==> config.mk <==
export PLATFORM = sky130hd
export DESIGN_NAME = board_tx_ctrl
export DESIGN_NICKNAME = d
export VERILOG_FILES = /design/src/rtl/board_tx_ctrl.sv
export SDC_FILE = /design/constraint.sdc
export NUM_CORES = 1
export LEC_CHECK = 0
export CAP_MARGIN = 20
export CORE_MARGIN = 5
export CORE_UTILIZATION = 43
export DETAILED_ROUTE_END_ITERATION = 10
export MAX_ROUTING_LAYER = met4
export SKIP_CTS_REPAIR_TIMING = 1
export SYNTH_ARGS = -nofsm -noshare
export SYNTH_HDL_FRONTEND = slang
export SYNTH_SLANG_ARGS = --single-unit
==> constraint.sdc <==
create_clock -name clk -period 23.2 [get_ports clk]
set_input_delay 3.48 -clock clk [delete_from_list [all_inputs] [get_ports clk]]
set_output_delay 3.48 -clock clk [all_outputs]
set_load 0.005 [all_outputs]
==> src/rtl/board_tx_ctrl.sv <==
// board_tx_ctrl
//   Sends a board snapshot to a byte-wide UART transmitter as a framed
//   packet and decodes single-byte move commands coming back from a UART
//   receiver.
//
//   Frame layout: HDR_BYTE, total_size/8 data bytes (MSB first), XOR checksum
//   of the data bytes. Each byte takes SEND -> GAP -> WAIT; WAIT holds until
//   the transmitter is idle. A request that arrives while a frame is in
//   progress is parked in a shadow register (latest wins). It is launched
//   directly after the current frame completes.
//
//   Ports
//     clk, rst        : clock, asynchronous active-high reset
//     i_board         : board snapshot to transmit
//     i_board_stb     : one-cycle send request
//     i_tx_busy       : transmitter busy flag
//     o_tx_data       : byte for the transmitter (held outside SEND)
//     o_tx_stb        : one-cycle transmitter load strobe
//     i_rx_data       : received byte
//     i_rx_valid      : qualifies i_rx_data
//     o_move          : decoded move (0 up, 1 left, 2 down, 3 right)
//     o_move_valid    : one-cycle pulse qualifying o_move
//     o_busy          : frame in progress
//     o_frame_done    : one-cycle pulse when the last byte has been accepted
module board_tx_ctrl #(
    parameter int unsigned total_size = 192,
    parameter logic [7:0]  HDR_BYTE   = 8'hA5
) (
    input  logic                  clk,
    input  logic                  rst,
    input  logic [total_size-1:0] i_board,
    input  logic                  i_board_stb,
    input  logic                  i_tx_busy,
    output logic [7:0]            o_tx_data,
    output logic                  o_tx_stb,
    input  logic [7:0]            i_rx_data,
    input  logic                  i_rx_valid,
    output logic [1:0]            o_move,
    output logic                  o_move_valid,
    output logic                  o_busy,
    output logic                  o_frame_done
);
    localparam int unsigned   NB        = total_size / 8;
    localparam int unsigned   NBYTES    = NB + 2;
    localparam int unsigned   CW        = $clog2(NBYTES + 1);
    localparam logic [CW-1:0] LAST_DATA = CW'(NB);
    localparam logic [CW-1:0] FRAME_LEN = CW'(NBYTES);

    typedef enum logic [1:0] {S_IDLE, S_SEND, S_GAP, S_WAIT} state_t;

    state_t                state_q, state_d;
    logic [total_size-1:0] frame_q, frame_d;
    logic [total_size-1:0] shadow_q, shadow_d;
    logic                  pend_q, pend_d;
    logic [CW-1:0]         cnt_q, cnt_d;
    logic [7:0]            csum_q, csum_d;
    logic [7:0]            txd_q, txd_d;
    logic [1:0]            move_q, move_d;
    logic                  mvld_q, mvld_d;
    logic [7:0]            cur_byte;

    // cnt_q counts bytes already sent. The frame register is shifted left
    // after each data byte, so the next data byte is always its top byte.
    always_comb begin
        if (cnt_q == '0) begin
            cur_byte = HDR_BYTE;
        end else if (cnt_q > LAST_DATA) begin
            cur_byte = csum_q;
        end else begin
            cur_byte = frame_q[total_size-1 -: 8];
        end
    end

    always_comb begin
        state_d      = state_q;
        frame_d      = frame_q;
        shadow_d     = shadow_q;
        pend_d       = pend_q;
        cnt_d        = cnt_q;
        csum_d       = csum_q;
        txd_d        = txd_q;
        o_tx_stb     = 1'b0;
        o_frame_done = 1'b0;

        // Requests during a frame, including the completion cycle, are parked.
        if (i_board_stb && (state_q != S_IDLE)) begin
            pend_d   = 1'b1;
            shadow_d = i_board;
        end

        case (state_q)
            S_IDLE: begin
                if (i_board_stb) begin
                    frame_d = i_board;
                    cnt_d   = '0;
                    csum_d  = '0;
                    state_d = S_SEND;
                end
            end
            S_SEND: begin
                o_tx_stb = 1'b1;
                txd_d    = cur_byte;
                cnt_d    = cnt_q + CW'(1);
                if ((cnt_q != '0) && (cnt_q <= LAST_DATA)) begin
                    csum_d  = csum_q ^ cur_byte;
                    frame_d = frame_q << 8;
                end
                state_d = S_GAP;
            end
            S_GAP: begin
                state_d = S_WAIT;
            end
            S_WAIT: begin
                if (!i_tx_busy) begin
                    if (cnt_q != FRAME_LEN) begin
                        state_d = S_SEND;
                    end else begin
                        o_frame_done = 1'b1;
                        // A request in this very cycle is newer than the shadow.
                        if (i_board_stb || pend_q) begin
                            frame_d = i_board_stb ? i_board : shadow_q;
                            pend_d  = 1'b0;
                            cnt_d   = '0;
                            csum_d  = '0;
                            state_d = S_SEND;
                        end else begin
                            state_d = S_IDLE;
                        end
                    end
                end
            end
            default: state_d = S_IDLE;
        endcase
    end

    // Move decode is independent of the transmit FSM.
    always_comb begin
        move_d = move_q;
        mvld_d = 1'b0;
        if (i_rx_valid) begin
            case (i_rx_data)
                8'h77: begin move_d = 2'd0; mvld_d = 1'b1; end
                8'h61: begin move_d = 2'd1; mvld_d = 1'b1; end
                8'h73: begin move_d = 2'd2; mvld_d = 1'b1; end
                8'h64: begin move_d = 2'd3; mvld_d = 1'b1; end
                default: ;
            endcase
        end
    end

    always_ff @(posedge clk or posedge rst) begin
        if (rst) begin
            state_q  <= S_IDLE;
            frame_q  <= '0;
            shadow_q <= '0;
            pend_q   <= 1'b0;
            cnt_q    <= '0;
            csum_q   <= '0;
            txd_q    <= '0;
            move_q   <= '0;
            mvld_q   <= 1'b0;
        end else begin
            state_q  <= state_d;
            frame_q  <= frame_d;
            shadow_q <= shadow_d;
            pend_q   <= pend_d;
            cnt_q    <= cnt_d;
            csum_q   <= csum_d;
            txd_q    <= txd_d;
            move_q   <= move_d;
            mvld_q   <= mvld_d;
        end
    end

    assign o_tx_data    = (state_q == S_SEND) ? cur_byte : txd_q;
    assign o_busy       = (state_q != S_IDLE);
    assign o_move       = move_q;
    assign o_move_valid = mvld_q;

endmodule

==> results of run 1 <==
-- final timing paths --
check | startpoint | endpoint | slack (ps) | depth (start not counted)
setup reg to reg | state_q[0] | frame_q[99] | 18070 | 8
hold reg to reg | txd_q[3] | txd_q[3] | 480 | 1
max in group asynchronous | rst | shadow_q[150] | 17410 | 4
min in group asynchronous | rst | shadow_q[110] | 3510 | 2
hold / removal | txd_q[3] | txd_q[3] | 480 | 1
setup / recovery | i_tx_busy | o_frame_done | 14970 | 3
-- cell type report --
type	count	area [sq um]
fillers	3994	21600
flip-flops and latches	411	10300
multi-input cells	879	8520
repair buffers	240	2380
clock buffers	69	1440
well taps	600	751
inverters	107	409
clock inverters	11	82.6
diodes	1	2.50
-- metal layers --
metal	vias up	wire length, um
met3	76	2390
met1	6861	22800
met4	0	1180
li1	6040	-
met2	343	23000
met5	-	0
-- logic make-up (layout without fill, tap and decap cells) --
group | after synthesis | after routing
AO/OA/AOI/OAI | 342 | 342
XOR/XNOR | 1 | 1
adder cells (fa/ha/maj) | 7 | 7
buffers and inverters | 232 | 427
flip-flops | 411 | 411
multiplexers | 482 | 482
other | 0 | 1
AND/OR/NAND/NOR | 47 | 47
-- report_power, final --
| group | total (mW) | switching, mW | internal (mW) | leakage, nW |
|---|---|---|---|---|
| logic | 1.59 | 0.790 | 0.804 | 4.80 |
| clock network | 0.730 | 0.292 | 0.437 | 0.761 |
| registers | 1.22 | 0.179 | 1.05 | 4.87 |
-- Yosys cell counts, drive strengths merged (9+ instances only) --
cell type,instances
mux2i,188
a22oi,92
a22o,9
buf,53
o21ai,111
dfrtp,411
mux2,294
clkbuf,72
inv,107
a222oi,92
nand2b,10
nand3,11
-- flip-flops by register name (all words and copies together), names as in the netlist --
| register | count |
|---|---|
| shadow_q | 192 |
| o_move_valid | 1 |
| txd_q | 8 |
| frame_q | 192 |
| csum_q | 8 |
| state_q | 2 |
| cnt_q | 5 |
| o_move | 2 |
| pend_q | 1 |
-- layout by cell type, fill, tap and decap left out, types with 2 or more instances in the layout --
| cell | instances |
|---|---|
| sky130_fd_sc_hd__nand2_1 | 6 |
| sky130_fd_sc_hd__clkbuf_8 | 14 |
| sky130_fd_sc_hd__o311ai_1 | 5 |
| sky130_fd_sc_hd__nor2_1 | 4 |
| sky130_fd_sc_hd__a222oi_1 | 92 |
| sky130_fd_sc_hd__or2_2 | 2 |
| sky130_fd_sc_hd__mux2_2 | 206 |
| sky130_fd_sc_hd__a211oi_1 | 2 |
| sky130_fd_sc_hd__buf_4 | 20 |
| sky130_fd_sc_hd__clkbuf_1 | 6 |
| sky130_fd_sc_hd__o2bb2ai_1 | 4 |
| sky130_fd_sc_hd__nor4_1 | 2 |
| sky130_fd_sc_hd__inv_1 | 105 |
| sky130_fd_sc_hd__a21o_1 | 2 |
| sky130_fd_sc_hd__mux2_4 | 88 |
| sky130_fd_sc_hd__o31ai_1 | 2 |
| sky130_fd_sc_hd__mux2i_1 | 188 |
| sky130_fd_sc_hd__o221ai_1 | 4 |
| sky130_fd_sc_hd__nor2b_4 | 2 |
| sky130_fd_sc_hd__nand3_1 | 11 |
| sky130_fd_sc_hd__o311ai_0 | 3 |
| sky130_fd_sc_hd__a22oi_1 | 92 |
| sky130_fd_sc_hd__clkdlybuf4s50_1 | 217 |
| sky130_fd_sc_hd__clkbuf_16 | 49 |
| sky130_fd_sc_hd__o21ai_0 | 110 |
| sky130_fd_sc_hd__nand2b_1 | 10 |
| sky130_fd_sc_hd__ha_1 | 6 |
| sky130_fd_sc_hd__dfrtp_1 | 411 |
| sky130_fd_sc_hd__o211ai_1 | 8 |
| sky130_fd_sc_hd__clkinv_2 | 9 |
| sky130_fd_sc_hd__a22o_1 | 9 |
-- critical path, delay by kind of cell --
| kind | cells | cell delay [ps] |
|---|---|---|
| buffers and inverters | 2 | 980 |
| and+or+nand+nor | 1 | 280 |
==> flow_metrics.py, run 1 <==
metrics = {
    "hold_path": {
        "hold_path_class": "reg -> reg",
    },
    "clocking": {
        "tritoncts_num_sinks": 411,
        "buffers_from_clock_root_to_sink_at_most": 3,
        "clock_slew_seen_by_the_registers_of_the_worst_setup_and_hold_paths_ps": 50,
        "clock_insertion_delay_at_the_later_pin_of_the_skew_report_ps": 570,
        "clock_tree.root_cell": "sky130_fd_sc_hd__clkbuf_16",
        "clock_tree_from_tritoncts": "yes",
        "htree_num_levels": 2,
        "cts_made_buffers": 46,
    },
    "floorplan": {
        "placement_rows": 78,
        "fp.dieArea_sq_mm": 0.0504,
        "top_ports": 219,
        "dieWidth_um": 224,
        "dieHeight_um": 224,
        "starting_utilization_of_the_core_area": 0.435,
        "core_region_area_sq_mm": 0.0455,
    },
    "global_route": {
        "global_route.usage.met3": 0.0300,
        "antenna_found_initial": 1,
        "maximum_number_of_pins_on_one_net_before_global_route_repair": 135,
        "met1_usage": 0.278,
        "first_global_vias": 13700,
        "gr-usage-met2": 0.297,
        "globalRouteOverflowTotal": 0,
        "overall_track_demand_over_capacity_in_global_routing": 0.197,
        "globalRoute.busiestLayer": "met2",
        "grt_pass1_wl_mm": 78.2,
    },
    "synthesis": {
        "post-synth-top-area-cell": "sky130_fd_sc_hd__dfrtp_1",
        "synthesized_cell_area_sq_mm": 0.0198,
        "synthesized_area_fraction_occupied_by_ao_oa_aoi_and_oai_cells": 0.131,
        "synth_top_family_by_area": "multiplexers",
        "ys_ff_latch": 411,
        "synth.mux.area_fraction": 0.279,
        "synth_top_cell_area_share": 0.520,
        "syn_avg_cell_area_sq_um": 13.0,
        "portion_of_the_post_synthesis_area_used_by_sequential_elements": 0.520,
        "post_synth_num_cell_types": 48,
        "ys.flop_type": "sky130_fd_sc_hd__dfrtp_1",
        "synth_xor_xnor_area_share": 0.000443,
        "synthesis.yosys.warnings": 0,
        "yosys.area_share.adder": 0.00443,
        "syn-instance-count": 1522,
        "synth-edff-count": 0,
        "post_synth_main_area_contributors": "sky130_fd_sc_hd__dfrtp_1 (52%), sky130_fd_sc_hd__mux2_2 (12%), sky130_fd_sc_hd__mux2i_1 (9.5%)",
        "synth.net_count": 1734,
        "synth-async-reset-ratio": 1.00,
        "synthSimpleGateAreaFrac": 0.0137,
    },
    "critical_path": {
        "slowest_stage": "sky130_fd_sc_hd__clkdlybuf4s50_1",
        "worstPathMaxFanout": 2,
        "cp_slowest_stage_delay_ps": 570,
        "timing.critical_path.mode_cell": "sky130_fd_sc_hd__clkdlybuf4s50_1",
        "path_cells": "clkdlybuf4s50_1 > nor3b_1 > clkdlybuf4s50_1",
        "crit_path_end_kind": "output port",
        "worst-setup-path-type": "in -> out",
        "required_ps": 19720,
        "critPathArrivalTime_ps": 4750,
        "cp-start-kind": "primary input",
    },
    "pwr": {
        "power.density_cell_area_mw_per_mm2": 149,
        "max-vdd-ir-drop_v": 0.0000907,
        "power.leakage_nw": 10.4,
        "total_power_mw": 3.55,
    },
    "placement": {
        "placedCellCount": 2235,
        "dp.final_hpwl_mm": 29.0,
        "worst_case_setup_slack_after_placement_ps": 14860,
        "buffer_ports.inserted": 218,
        "placed_cell_area_sq_mm": 0.0223,
        "globalplace.congestion": 0.761,
    },
    "drt": {
        "drtAntennaViolNets": 0,
        "vias": 13300,
        "number_of_iterations_in_the_first_detailed_routing_pass": 9,
        "initialDrtViolationCount": 1345,
        "wl_per_cell_um": 21.3,
        "post_drt_via_cell_ratio": 5.75,
        "route.final.wire_length_mm": 49.4,
        "drt_drc_violations_left": 0,
    },
    "run_status": {
        "status": "finished clean",
    },
    "layout": {
        "utilization": 0.525,
        "finalNonFillerCells": 2318,
        "design_area_sq_mm": 0.0239,
        "finalNetCount": 1897,
        "area_growth_pct": 20.7,
        "final_layout_size_suffix_gt1_frac": 0.235,
    },
    "timing": {
        "timing.max_slew.rel_slack": 0.251,
        "finalMaxSlewViolations": 0,
        "final.period_utilization": 0.355,
        "worst_hold_slack_ps": 484,
        "timing.clock.skew_ps": 19.8,
        "finalWorstPathRequiredPeriod_ps": 8230,
        "setup-violations-final": 0,
        "hold_viol": 0,
        "grt_setup_unrepaired": "no",
        "timing_worst_slew_pin_value_ps": 1120,
        "layout_setup_ws_ps": 14970,
        "totalNegativeSetupSlack_ps": 0,
        "timing.fmax_mhz": 122,
    },
    "job": {
        "timing.max_cap.violations": 0,
    },
}
No activity file was read; power rests on OpenSTA's default activity.
==> run 2, diff against run 1 <==
==> constraint.sdc (replaced) <==
create_clock -name clk -period 7.8 [get_ports clk]
set_input_delay 1.17 -clock clk [delete_from_list [all_inputs] [get_ports clk]]
set_output_delay 1.17 -clock clk [all_outputs]
set_load 0.005 [all_outputs]
==> run 2 against run 1 <==
  * Worst hold slack better by 18 ps
  * Design area is 0.21% lower
  * First-iteration DRC count is 0.74% higher
  * Setup slack worse by 12000 ps
  * Via count is 1.7% lower
  * Cell count hardly changed
  * Non-clock buffer count is 2 lower
  * Largest cell class unchanged
==> flow_metrics.py, run 2 (synthesis results as in run 1) <==
metrics = {
    "run_status": {
        "status": "finished clean",
    },
    "clocking": {
        "clock_slew_seen_by_the_registers_of_the_worst_setup_and_hold_paths_ps": 60,
        "tritoncts_num_sinks": 411,
        "clock_tree_from_tritoncts": "yes",
        "clock_tree.root_cell": "sky130_fd_sc_hd__clkbuf_16",
        "buffers_from_clock_root_to_sink_at_most": 3,
        "clock_insertion_delay_at_the_later_pin_of_the_skew_report_ps": 570,
        "htree_num_levels": 2,
        "cts_made_buffers": 47,
    },
    "critical_path": {
        "timing.critical_path.mode_cell": "sky130_fd_sc_hd__buf_4",
        "worstPathMaxFanout": 61,
        "slowest_stage": "sky130_fd_sc_hd__buf_4",
        "worst-setup-path-type": "reg -> out",
        "required_ps": 6630,
        "cp-startpoint": "state_q[1]",
        "critPathArrivalTime_ps": 3680,
        "worstReg2RegStart": "cnt_q[0]",
        "cp_slowest_stage_delay_ps": 710,
        "path_cells": "inv_1 > ha_4 > buf_4 > buf_4 > clkdlybuf4s50_1",
        "cp-start-kind": "register",
        "crit_path_end_kind": "output port",
    },
    "placement": {
        "placed_cell_area_sq_mm": 0.0223,
        "globalplace.congestion": 0.782,
        "worst_case_setup_slack_after_placement_ps": 3200,
        "buffer_ports.inserted": 218,
        "dp.final_hpwl_mm": 29.2,
    },
    "hold_path": {
        "hold_path_startpoint": "shadow_q[93]",
        "hold_path_class": "reg -> reg",
    },
    "layout": {
        "finalNetCount": 1896,
        "layout.cells.most_common": "sky130_fd_sc_hd__dfrtp_1",
        "final_layout_size_suffix_gt1_frac": 0.233,
        "design_area_sq_mm": 0.0238,
        "mostFrequentLayoutCells": "sky130_fd_sc_hd__dfrtp_1 (411), sky130_fd_sc_hd__clkdlybuf4s50_1 (217), sky130_fd_sc_hd__mux2_2 (206), sky130_fd_sc_hd__mux2i_1 (188), sky130_fd_sc_hd__o21ai_0 (110)",
        "largestRegisters": "frame_q: 192 flops, shadow_q: 192 flops",
        "area_growth_pct": 20.5,
    },
    "timing": {
        "timing.fmax_mhz": 206,
        "timing.clock.skew_ps": 19.2,
        "totalNegativeSetupSlack_ps": 0,
        "setup-violations-final": 0,
        "finalMaxSlewViolations": 0,
        "final.period_utilization": 0.622,
        "hold_viol": 0,
        "finalWorstPathRequiredPeriod_ps": 4850,
        "timing_worst_slew_pin_value_ps": 1160,
        "grt_setup_unrepaired": "no",
        "timing.max_slew.rel_slack": 0.227,
        "layout_setup_ws_ps": 2950,
    },
    "pwr": {
        "power_frac_comb": 0.448,
        "power.density_cell_area_mw_per_mm2": 439,
        "intPower_mw": 6.75,
        "power.leakage_nw": 10.4,
        "power_frac_seq": 0.348,
        "power.clock.fraction": 0.203,
        "sw_frac_of_total": 0.355,
        "p_sw_mw": 3.71,
        "max-vdd-ir-drop_v": 0.000413,
    },
    "job": {
        "timing.max_cap.violations": 0,
    },
    "floorplan": {
        "core_region_area_sq_mm": 0.0455,
        "placement_rows": 78,
        "dieWidth_um": 224,
        "top_ports": 219,
        "starting_utilization_of_the_core_area": 0.435,
        "fp.dieArea_sq_mm": 0.0504,
        "dieHeight_um": 224,
    },
    "drt": {
        "drtAntennaViolNets": 0,
        "route.final.wire_length_mm": 48.7,
        "met1_wire_length_mm": 22.9,
        "highest_layer": "met4",
        "routed-wl-met2_mm": 22.9,
        "number_of_iterations_in_the_first_detailed_routing_pass": 9,
        "post_drt_via_cell_ratio": 5.65,
        "drt_drc_violations_left": 0,
        "initialDrtViolationCount": 1355,
        "vias": 13100,
        "wl_per_cell_um": 21.0,
        "route.met3.wl_mm": 2.12,
    },
    "global_route": {
        "first_global_vias": 13300,
        "maximum_number_of_pins_on_one_net_before_global_route_repair": 151,
        "overall_track_demand_over_capacity_in_global_routing": 0.195,
        "globalRouteOverflowTotal": 0,
        "antenna_found_initial": 1,
        "grt_pass1_wl_mm": 77.3,
    },
}
[run 2: changes by cell type in the layout (fill, tap and decap cells not counted)]
cell / delta
sky130_fd_sc_hd__buf_12: +2
sky130_fd_sc_hd__clkinvlp_4: +1
sky130_fd_sc_hd__inv_8: -1
sky130_fd_sc_hd__inv_6: +3
sky130_fd_sc_hd__clkbuf_1: +4
sky130_fd_sc_hd__clkinv_2: -3
sky130_fd_sc_hd__buf_4: -3
sky130_fd_sc_hd__buf_16: -1
sky130_fd_sc_hd__clkbuf_16: -2
sky130_fd_sc_hd__clkbuf_8: -1
[run 2: final timing paths]
path	to	depth (start not counted)	slack, ps
worst min-delay path	shadow_q[93]	1	500
worst max register to register	frame_q[91]	8	4120
max in group asynchronous	shadow_q[20]	4	4980
min in group asynchronous	frame_q[161]	2	940
worst min register to register	shadow_q[93]	1	500
worst max-delay path	o_tx_stb	5	2950
[run 2: power by group through the flow]
stage / Sequential, mW / Clock (mW) / Combinational (mW)
3_5_place_dp: 3.66 / 0 / 4.73
2_1_floorplan: 3.49 / 0 / 3.81
5_1_grt: 3.75 / 2.29 / 5.11
4_1_cts: 3.64 / 2.20 / 4.75
6_report: 3.64 / 2.13 / 4.69
3_3_place_gp: 3.64 / 0 / 4.63
[run 2: layout make-up]
type,instances,area [sq um]
Tap cell,600,751
Multi-Input combinational cell,879,8520
Clock inverter,11,93.8
Sequential cell,411,10300
Inverter,107,405
Timing Repair Buffer,238,2370
Clock buffer,70,1390
Antenna cell,1,2.50
Fill cell,4001,21700
[run 2: worst max-delay path: cells and delay by family, from the launching register on]
kind                     cells  cell delay, ps
adder cells (fa/ha/maj)      1             520
buffers and inverters        4            2120
flip-flops                   1             420
[run 2: per-stage QoR]
stage | cells | hold slack, ps | power, mW | util
finish | 2317 | 502 | 10.5 | 0.524
global route | 2317 | 515 | 11.2 | 0.524
CTS | 2316 | 507 | 10.6 | 0.524
detailed placement | 2235 | 494 | 8.39 | 0.491
global placement | 2235 | 486 | 8.27 | 0.491
floorplan | 1522 | 480 | 7.30 | -
[run 2: metal layers]
layer	track usage	vias to the layer above
li1	-	6038
met1	0.282	6704
met2	0.293	300
met3	0.0292	58
met4	0.0450	0
met5	-	-
